<file path="src/rtl/spi_pkg.sv">
// Shared FSM state encoding and SPI mode constants for the frame slave.
package spi_pkg;

  typedef enum logic [1:0] {
    ST_IDLE  = 2'd0,
    ST_SHIFT = 2'd1,
    ST_HOLD  = 2'd2
  } spi_state_t;

  localparam int unsigned CPOL_IDLE_LOW     = 0;
  localparam int unsigned CPOL_IDLE_HIGH    = 1;
  localparam int unsigned CPHA_SAMPLE_LEAD  = 0;
  localparam int unsigned CPHA_SAMPLE_TRAIL = 1;

endpackage

</file>
<file path="src/rtl/spi_sync_edge.sv">
// Multi-flop synchronizer for an asynchronous input with rise/fall strobes.
module spi_sync_edge #(
  parameter int unsigned SYNC_STAGES = 2,
  parameter logic        RESET_VAL   = 1'b0
) (
  input  logic clk,
  input  logic rst,
  input  logic i_async,
  output logic level,
  output logic rise,
  output logic fall
);

  logic [SYNC_STAGES-1:0] r_sync;
  logic                   r_prev;

  always_ff @(posedge clk or posedge rst) begin
    if (rst) begin
      r_sync <= {SYNC_STAGES{RESET_VAL}};
      r_prev <= RESET_VAL;
    end else begin
      r_sync[0] <= i_async;
      for (int unsigned k = 1; k < SYNC_STAGES; k++) begin
        r_sync[k] <= r_sync[k-1];
      end
      r_prev <= r_sync[SYNC_STAGES-1];
    end
  end

  assign level = r_sync[SYNC_STAGES-1];
  assign rise  = level & ~r_prev;
  assign fall  = ~level & r_prev;

endmodule

</file>
<file path="src/rtl/spi_frame_slave.sv">
// SPI slave receiving a fixed-length MOSI frame and returning a buffered MISO word,
// fully oversampled in the clk domain.
module spi_frame_slave
  import spi_pkg::*;
#(
  parameter int unsigned MOSI_W      = 768,
  parameter int unsigned MISO_W      = 256,
  parameter int unsigned CPOL        = 0,
  parameter int unsigned CPHA        = 0,
  parameter int unsigned SYNC_STAGES = 2
) (
  input  logic              clk,
  input  logic              rst,
  input  logic              sclk,
  input  logic              cs_n,
  input  logic              mosi,
  output logic              miso,
  input  logic [MISO_W-1:0] tx_data,
  input  logic              tx_load,
  output logic              tx_ready,
  output logic [MOSI_W-1:0] rx_data,
  output logic              rx_valid,
  output logic              frame_err
);

  localparam int unsigned     CW   = $clog2(MOSI_W + 1);
  localparam logic [CW-1:0]   LAST = CW'(MOSI_W - 1);

  spi_state_t r_state, w_state_nxt;

  logic              w_sclk_lvl, w_sclk_rise, w_sclk_fall;
  logic              w_cs_lvl, w_cs_rise, w_cs_fall;
  logic              w_mosi, w_mosi_rise, w_mosi_fall;
  logic              w_lead, w_trail, w_sample, w_drive, w_enter;
  logic [MOSI_W-1:0] w_rx_next;
  logic [MISO_W-1:0] w_tx_word;
  logic              w_unused;

  logic [MOSI_W-1:0] r_rx_sr, r_rx_data;
  logic [MISO_W-1:0] r_tx_buf, r_tx_sr;
  logic [CW-1:0]     r_bit_cnt;
  logic              r_miso, r_rx_valid, r_frame_err;

  spi_sync_edge #(.SYNC_STAGES(SYNC_STAGES), .RESET_VAL(1'(CPOL))) u_sync_sclk (
    .clk(clk), .rst(rst), .i_async(sclk),
    .level(w_sclk_lvl), .rise(w_sclk_rise), .fall(w_sclk_fall)
  );

  spi_sync_edge #(.SYNC_STAGES(SYNC_STAGES), .RESET_VAL(1'b1)) u_sync_cs (
    .clk(clk), .rst(rst), .i_async(cs_n),
    .level(w_cs_lvl), .rise(w_cs_rise), .fall(w_cs_fall)
  );

  spi_sync_edge #(.SYNC_STAGES(SYNC_STAGES), .RESET_VAL(1'b0)) u_sync_mosi (
    .clk(clk), .rst(rst), .i_async(mosi),
    .level(w_mosi), .rise(w_mosi_rise), .fall(w_mosi_fall)
  );

  assign w_unused = ^{w_sclk_lvl, w_cs_lvl, w_mosi_rise, w_mosi_fall};

  assign w_lead    = (CPOL == CPOL_IDLE_LOW) ? w_sclk_rise : w_sclk_fall;
  assign w_trail   = (CPOL == CPOL_IDLE_LOW) ? w_sclk_fall : w_sclk_rise;
  assign w_sample  = (CPHA == CPHA_SAMPLE_LEAD) ? w_lead : w_trail;
  assign w_drive   = (CPHA == CPHA_SAMPLE_LEAD) ? w_trail : w_lead;
  assign w_enter   = (r_state == ST_IDLE) && w_cs_fall;
  assign w_rx_next = {r_rx_sr[MOSI_W-2:0], w_mosi};
  // A load coinciding with frame start must be the word that goes out.
  assign w_tx_word = tx_load ? tx_data : r_tx_buf;

  always_ff @(posedge clk or posedge rst) begin
    if (rst) r_state <= ST_IDLE;
    else     r_state <= w_state_nxt;
  end

  always_comb begin
    w_state_nxt = r_state;
    unique case (r_state)
      ST_IDLE:  if (w_cs_fall) w_state_nxt = ST_SHIFT;
      ST_SHIFT: if (w_sample && (r_bit_cnt == LAST)) w_state_nxt = ST_HOLD;
      ST_HOLD:  w_state_nxt = ST_HOLD;
      default:  w_state_nxt = ST_IDLE;
    endcase
    if (w_cs_rise) w_state_nxt = ST_IDLE;
  end

  always_ff @(posedge clk or posedge rst) begin
    if (rst) begin
      r_rx_sr     <= '0;
      r_rx_data   <= '0;
      r_tx_buf    <= '0;
      r_tx_sr     <= '0;
      r_bit_cnt   <= '0;
      r_miso      <= 1'b0;
      r_rx_valid  <= 1'b0;
      r_frame_err <= 1'b0;
    end else begin
      r_rx_valid  <= 1'b0;
      r_frame_err <= 1'b0;
      if (tx_load && (r_state == ST_IDLE)) r_tx_buf <= tx_data;

      // cs_n release wins over any coincident sclk edge.
      if (w_cs_rise) begin
        r_miso <= 1'b0;
        if (r_state == ST_SHIFT) r_frame_err <= 1'b1;
      end else if (w_enter) begin
        r_bit_cnt <= '0;
        if (CPHA == CPHA_SAMPLE_LEAD) begin
          r_miso  <= w_tx_word[MISO_W-1];
          r_tx_sr <= w_tx_word << 1;
        end else begin
          r_miso  <= 1'b0;
          r_tx_sr <= w_tx_word;
        end
      end else if (r_state == ST_SHIFT) begin
        if (w_sample) begin
          r_rx_sr   <= w_rx_next;
          r_bit_cnt <= r_bit_cnt + CW'(1);
          if (r_bit_cnt == LAST) begin
            r_rx_data  <= w_rx_next;
            r_rx_valid <= 1'b1;
          end
        end
        if (w_drive) begin
          r_miso  <= r_tx_sr[MISO_W-1];
          r_tx_sr <= r_tx_sr << 1;
        end
      end
    end
  end

  assign miso      = r_miso;
  assign tx_ready  = (r_state == ST_IDLE);
  assign rx_data   = r_rx_data;
  assign rx_valid  = r_rx_valid;
  assign frame_err = r_frame_err;

endmodule
</file>
<file path="config.mk">
export PLATFORM = sky130hd
export DESIGN_NAME = spi_frame_slave
export DESIGN_NICKNAME = d
export VERILOG_FILES = /design/src/rtl/spi_pkg.sv /design/src/rtl/spi_sync_edge.sv /design/src/rtl/spi_frame_slave.sv
export SDC_FILE = /design/constraint.sdc
export NUM_CORES = 2
export LEC_CHECK = 0
export ABC_AREA = 1
export CORE_ASPECT_RATIO = 1.75
export CORE_MARGIN = 4
export CORE_UTILIZATION = 40
export CTS_BUF_LIST = sky130_fd_sc_hd__clkbuf_4
export DETAILED_ROUTE_END_ITERATION = 7
export GPL_TIMING_DRIVEN = 1
export PLACE_DENSITY = 0.63
export SETUP_SLACK_MARGIN = 0.1
export SLEW_MARGIN = 5
export SYNTH_ARGS = -nofsm -noshare
export SYNTH_HDL_FRONTEND = slang
export SYNTH_SLANG_ARGS = --single-unit
</file>
<file path="constraint.sdc">
create_clock -name clk -period 216.5 [get_ports clk]
set_clock_uncertainty 0.2 [all_clocks]
set_input_delay 54.125 -clock clk [delete_from_list [all_inputs] [get_ports clk]]
set_output_delay 54.125 -clock clk [all_outputs]
set_load 0.01 [all_outputs]
</file>
* Word level (Yosys, flattened, before mapping) *
Cells that the tools add are included.

cells by class
  $add $sub $neg = 1
  equality and inequality tests = 5
  mux-type cells = 22
  bitwise logic cells = 10
  reduce and logical (&&, ||, !) cells = 15

operators with widths
  operator                                                                 number
  256-bit two-way mux                                                      4
  10-bit two-way mux                                                       3
  1-bit two-way mux                                                        11
  10-bit by 1-bit adder with 10-bit output, second input constant          1
  10-bit == test, second input constant                                    1
  2-bit two-way mux                                                        3
  1-bit NOT                                                                6
  2-bit one-hot mux with 3 select lines                                    1
  3-bit AND reduction                                                      2
  2-bit nonzero test                                                       3
  3-bit nonzero test                                                       2
  5-bit AND reduction                                                      1
  1-bit AND                                                                4
  2-bit AND reduction                                                      2
  4-bit AND reduction                                                      1
  1-bit logical AND                                                        3
  3-bit by 1-bit inequality test with 1-bit output, second input constant  1
  3-bit by 2-bit inequality test with 1-bit output, second input constant  1
  2-bit by 1-bit == test with 1-bit output, second input constant          1
  2-bit == test, second input constant                                     1
  2-bit logical NOT                                                        1

word-level totals
  register bits after elaboration = 2070
  input port bits = 262
  output and inout port bits = 772
  word-level logic and storage cells = 67

* Longest topological paths before layout *
  depth after elaboration = 6
  depth in mapped cells = 12
  depth with buffers taken out = 9

* Modules after synthesis *
From an unflattened synthesis, not the netlist that was laid out.

second synthesis, totals
  cell total of the unflattened synthesis = 8619
  area, all modules = 81389.3 um2

modules (own cells, without submodules)
  module                            times used  cells an instance  area an instance (um2)  sequential area each (um2)
  spi_frame_slave                   1           8595               81104.0                 51574.5
  spi_sync_edge at u_sync_mosi ...  2           8                  93.8                    75.1
  spi_sync_edge at u_sync_cs        1           8                  97.6                    78.8

* Least setup slack after synthesis *
OpenSTA, ideal clock, no wires.

  kind = input to register
  start point = in tx_load
  end point = reg r_tx_sr[232]
  setup time = 130 ps
  arrival = 55220 ps
  data required time = 216170 ps
  setup slack = 160950 ps
  stages = 9
  path buffers = 4
  cells stage by stage = buf_2 > buf_2 > buf_2 > buf_1 > nand2_1 > o21ai_0 > o21ai_0 > nand2_1 > o21ai_0

on the way
  word-level cells in the longest chain between the ends = 2

ends and longest elaborated chain
  element                 line                    source
  start: declaration      spi_frame_slave.sv:19   input logic tx_load,
  256-bit two-way mux     spi_frame_slave.sv:68   assign w_tx_word = tx_load ? tx_data : r_tx_buf;
  256-bit two-way mux     spi_frame_slave.sv:105  end else if (w_enter) begin
  end signal: assignment  spi_frame_slave.sv:109  r_tx_sr <= w_tx_word << 1;
  end signal: assignment  spi_frame_slave.sv:112  r_tx_sr <= w_tx_word;
  end signal: assignment  spi_frame_slave.sv:125  r_tx_sr <= r_tx_sr << 1;
  end: declaration        spi_frame_slave.sv:40   logic [MISO_W-1:0] r_tx_buf, r_tx_sr;

Every way passes these cells.
A chain may end at the register's enable or synchronous reset.

==> metrics.cfg <==
[status]
status = finished clean

[timing]
fin_crit_sh_pct = 27.2
finalMaxSlewViolations = 0
setup_tns_ns = 0
worst_hold_slack_ns = 0.147
worst_pin_slew_ns = 1.28
setup_violations = 0
grt_setup_unrepaired = no
finalCriticalPeriod_ns = 58.87
fmax_mhz = 17.0
hold_viol = 0
maxSlewHeadroom_pct = 14.5

[power]
power_mw = 0.857
power_density_mw_per_mm2 = 8.63
ir_drop_uv = 5.84
leakage_nw = 46.0

[hold_path]
worstHoldEndpoint = u_sync_sclk.r_sync[1]
hold_depth = 0
hp-start = u_sync_sclk.r_sync[0]
holdCritPathClass = flip-flop to flip-flop

[clock_network]
cts_resized = 0
clockBufferDepth = 4
clk_latency_ns = 1.23
cts_tree = yes
cts_sinks = 2069
root_buffer = clkbuf_4
clkTransAtPathRegs_ns = 0.07
cts_setup_buffers = 0
cts-hold-fix-buffers = 0
htreeDepth = 5
cts_made_buffers = 473

[yosys]
syn_inst = 9133
syn_area_mm2 = 0.0817
yosysTopAreaCellShare_pct = 63.3
synth.distinct_cells = 28
synth.area.top_cells = dfrtp_1, nand2_1, o21ai_0, o21ai_1, inv_1
synth_nets = 9398
yosysTopAreaCell = dfrtp_1
synth_warnings = 0
avgSynthCellArea_um2 = 8.94
ys_seq_area_share_pct = 63.4
yosys_register_bits = 2069

[die]
rows = 219
io_pins = 1034
die_area_mm2 = 0.212
start_util_pct = 40.2
dieHeight_um = 606
core_area_mm2 = 0.203
die_x_um = 350

[setup_path]
slowest_delay_ns = 0.85
path_cells = clkdlybuf4s50_1, inv_8, buf_4, buf_4, buf_4, buf_4, buf_4, buf_4
worstSetupEndpointType = asynchronous set/reset pin
r2r-start = r_state[0]
path_buf_inv = 8
worst_path_dominant_cell_family = buffers and inverters
worstRegToRegCells = 12
critPathLaunchType = input port
slowest_stage = buf_4
cp.arrival_ns = 59.81
reg2reg_slack_ns = 209.64
setup.worst_path.class = input port to asynchronous set/reset pin
cp_data_required_time_ns = 217.45
cp_max_fo = 106
crit_top_cell = buf_4
r2r_end = rx_data[315]

[run]
drv_cap = 0

[layout]
nets = 10400
area_delta_synth_final_pct = 21.6
layout-drive-gt1-share_pct = 7.59

[drt]
postRouteWirelength_um = 234000
via_per_inst = 4.85
routedWlPerCell_um = 17.8
detail-route-antenna-nets = 0
drc = 0
vias = 63900
drt_first_pass_iters = 5
drt_iter0_markers = 4139

[grt]
grt_pass1_vias = 63900
antenna_found_initial = 77
grt_max_degree = 292
grt_overflow = 0
grt_pass1_wl_um = 364000
grt_usage_pct = 21.8

[placed_design]
io_buffers = 1033
gp_congestion = 0.858
post-dp-hpwl_um = 158000

==> registers in the layout (all words and copies together) (netlist names) <==
signal              count
r_tx_buf              256
u_sync_sclk.r_prev      1
u_sync_cs.r_sync        2
u_sync_cs.r_prev        1
r_bit_cnt              10
u_sync_sclk.r_sync      2
r_tx_sr               255
frame_err               1
rx_valid                1
rx_data               768
r_rx_sr               767
miso                    1
r_state                 2
u_sync_mosi.r_sync      2
==> report_power, final <==
group / switching (mW) / leakage, nW / internal, mW
clock network: 0.153 / 3.45 / 0.151
registers: 0.0207 / 28.2 / 0.426
logic: 0.0711 / 14.3 / 0.0351
==> cell usage after synthesis <==
| master | number |
|---|---|
| nor3_2 | 1 |
| ha_1 | 3 |
| nand3_2 | 1 |
| clkbuf_2 | 7 |
| buf_4 | 14 |
| o21ai_1 | 794 |
| dfstp_2 | 3 |
| nor2_1 | 9 |
| buf_1 | 14 |
| nand4_1 | 3 |
| clkbuf_1 | 237 |
| a21boi_0 | 1 |
| xor2_1 | 1 |
| nor3_1 | 1 |
| nand2_2 | 2 |
| nor2_8 | 1 |
| o21ai_0 | 1452 |
| mux2_2 | 1 |
| nor2_2 | 2 |
| nand3_4 | 1 |
| buf_6 | 2 |
| dfrtp_1 | 2066 |
| o22ai_1 | 2 |
| nand3_1 | 14 |
| inv_1 | 979 |
| buf_2 | 293 |
| nand2_1 | 3225 |
| inv_2 | 4 |
==> cell type report <==
class,count,area [um^2]
Timing Repair Buffer,1097,11000
Antenna cell,31,77.6
Tap cell,2652,3320
Clock inverter,128,713
Multi-Input combinational cell,5514,23700
Sequential cell,2069,51800
Clock buffer,679,5100
Fill cell,19400,104000
Inverter,983,3700
==> metal layers <==
metal  vias to the layer above  share of wire, %  GRT usage, %  routed length, um
met5                         -              0.29             0                669
met4                       104               4.0          8.94               9460
met3                       425                11          10.2              25700
li1                      30900                 -             -                  -
met1                     30500                40          26.1              92400
met2                      1891                45          33.9             106000
==> how the worst max path moves through the flow <==
| stage | start | depth (start not counted) | end | slack [ns] |
|---|---|---|---|---|
| 2_1_floorplan | rst | 1 | frame_err | 103.74 |
| 3_3_place_gp | rst | 8 | r_tx_buf[40] | 156.23 |
| 3_5_place_dp | rst | 8 | r_tx_buf[40] | 156.16 |
| 4_1_cts | rst | 8 | r_tx_buf[223] | 157.57 |
| 5_1_grt | rst | 8 | r_tx_sr[122] | 156.86 |
| 6_report | rst | 8 | r_tx_buf[117] | 157.63 |
==> cells by family after synthesis <==
group | Yosys count | share of synthesized area (%)
AND/OR/NAND/NOR | 3260 | 15.1
AO/OA/AOI/OAI | 2249 | 13.8
flip-flops | 2069 | 63.4
buffers and inverters | 1550 | 7.67
adder cells (fa/ha/maj) | 3 | 0.0460
XOR/XNOR | 1 | 0.0107
multiplexers | 1 | 0.0138
==> cell usage in the layout (no fill, tap or decap), drive strengths merged <==
master / synthesis / final
a21boi: 1 / 1
buf: 323 / 65
bufinv: 0 / 6
clkbuf: 244 / 679
clkdlybuf4s50: 0 / 1032
clkinv: 0 / 110
clkinvlp: 0 / 5
dfrtp: 2066 / 2066
dfstp: 3 / 3
diode: 0 / 31
ha: 3 / 3
inv: 983 / 990
mux2: 1 / 1
nand2: 3227 / 3227
nand3: 16 / 16
nand4: 3 / 3
nor2: 12 / 12
nor3: 2 / 2
o21ai: 2246 / 2246
o22ai: 2 / 2
xor2: 1 / 1
==> per-stage QoR <==
| stage | worst slack, ns | std cells | instance area [um^2] | util [%] |
|---|---|---|---|---|
| 3_5_place_dp | 156.16 | 12300 | 93400 | 46.0 |
| 3_3_place_gp | 156.23 | 12300 | 93400 | 46.0 |
| 5_1_grt | 156.86 | 13100 | 99300 | 48.8 |
| 2_1_floorplan | 103.74 | 9133 | 81700 | - |
| 4_1_cts | 157.57 | 13100 | 99300 | 48.8 |
| 6_report | 157.63 | 13200 | 99300 | 48.9 |
Power figures use the tool's default switching activity.
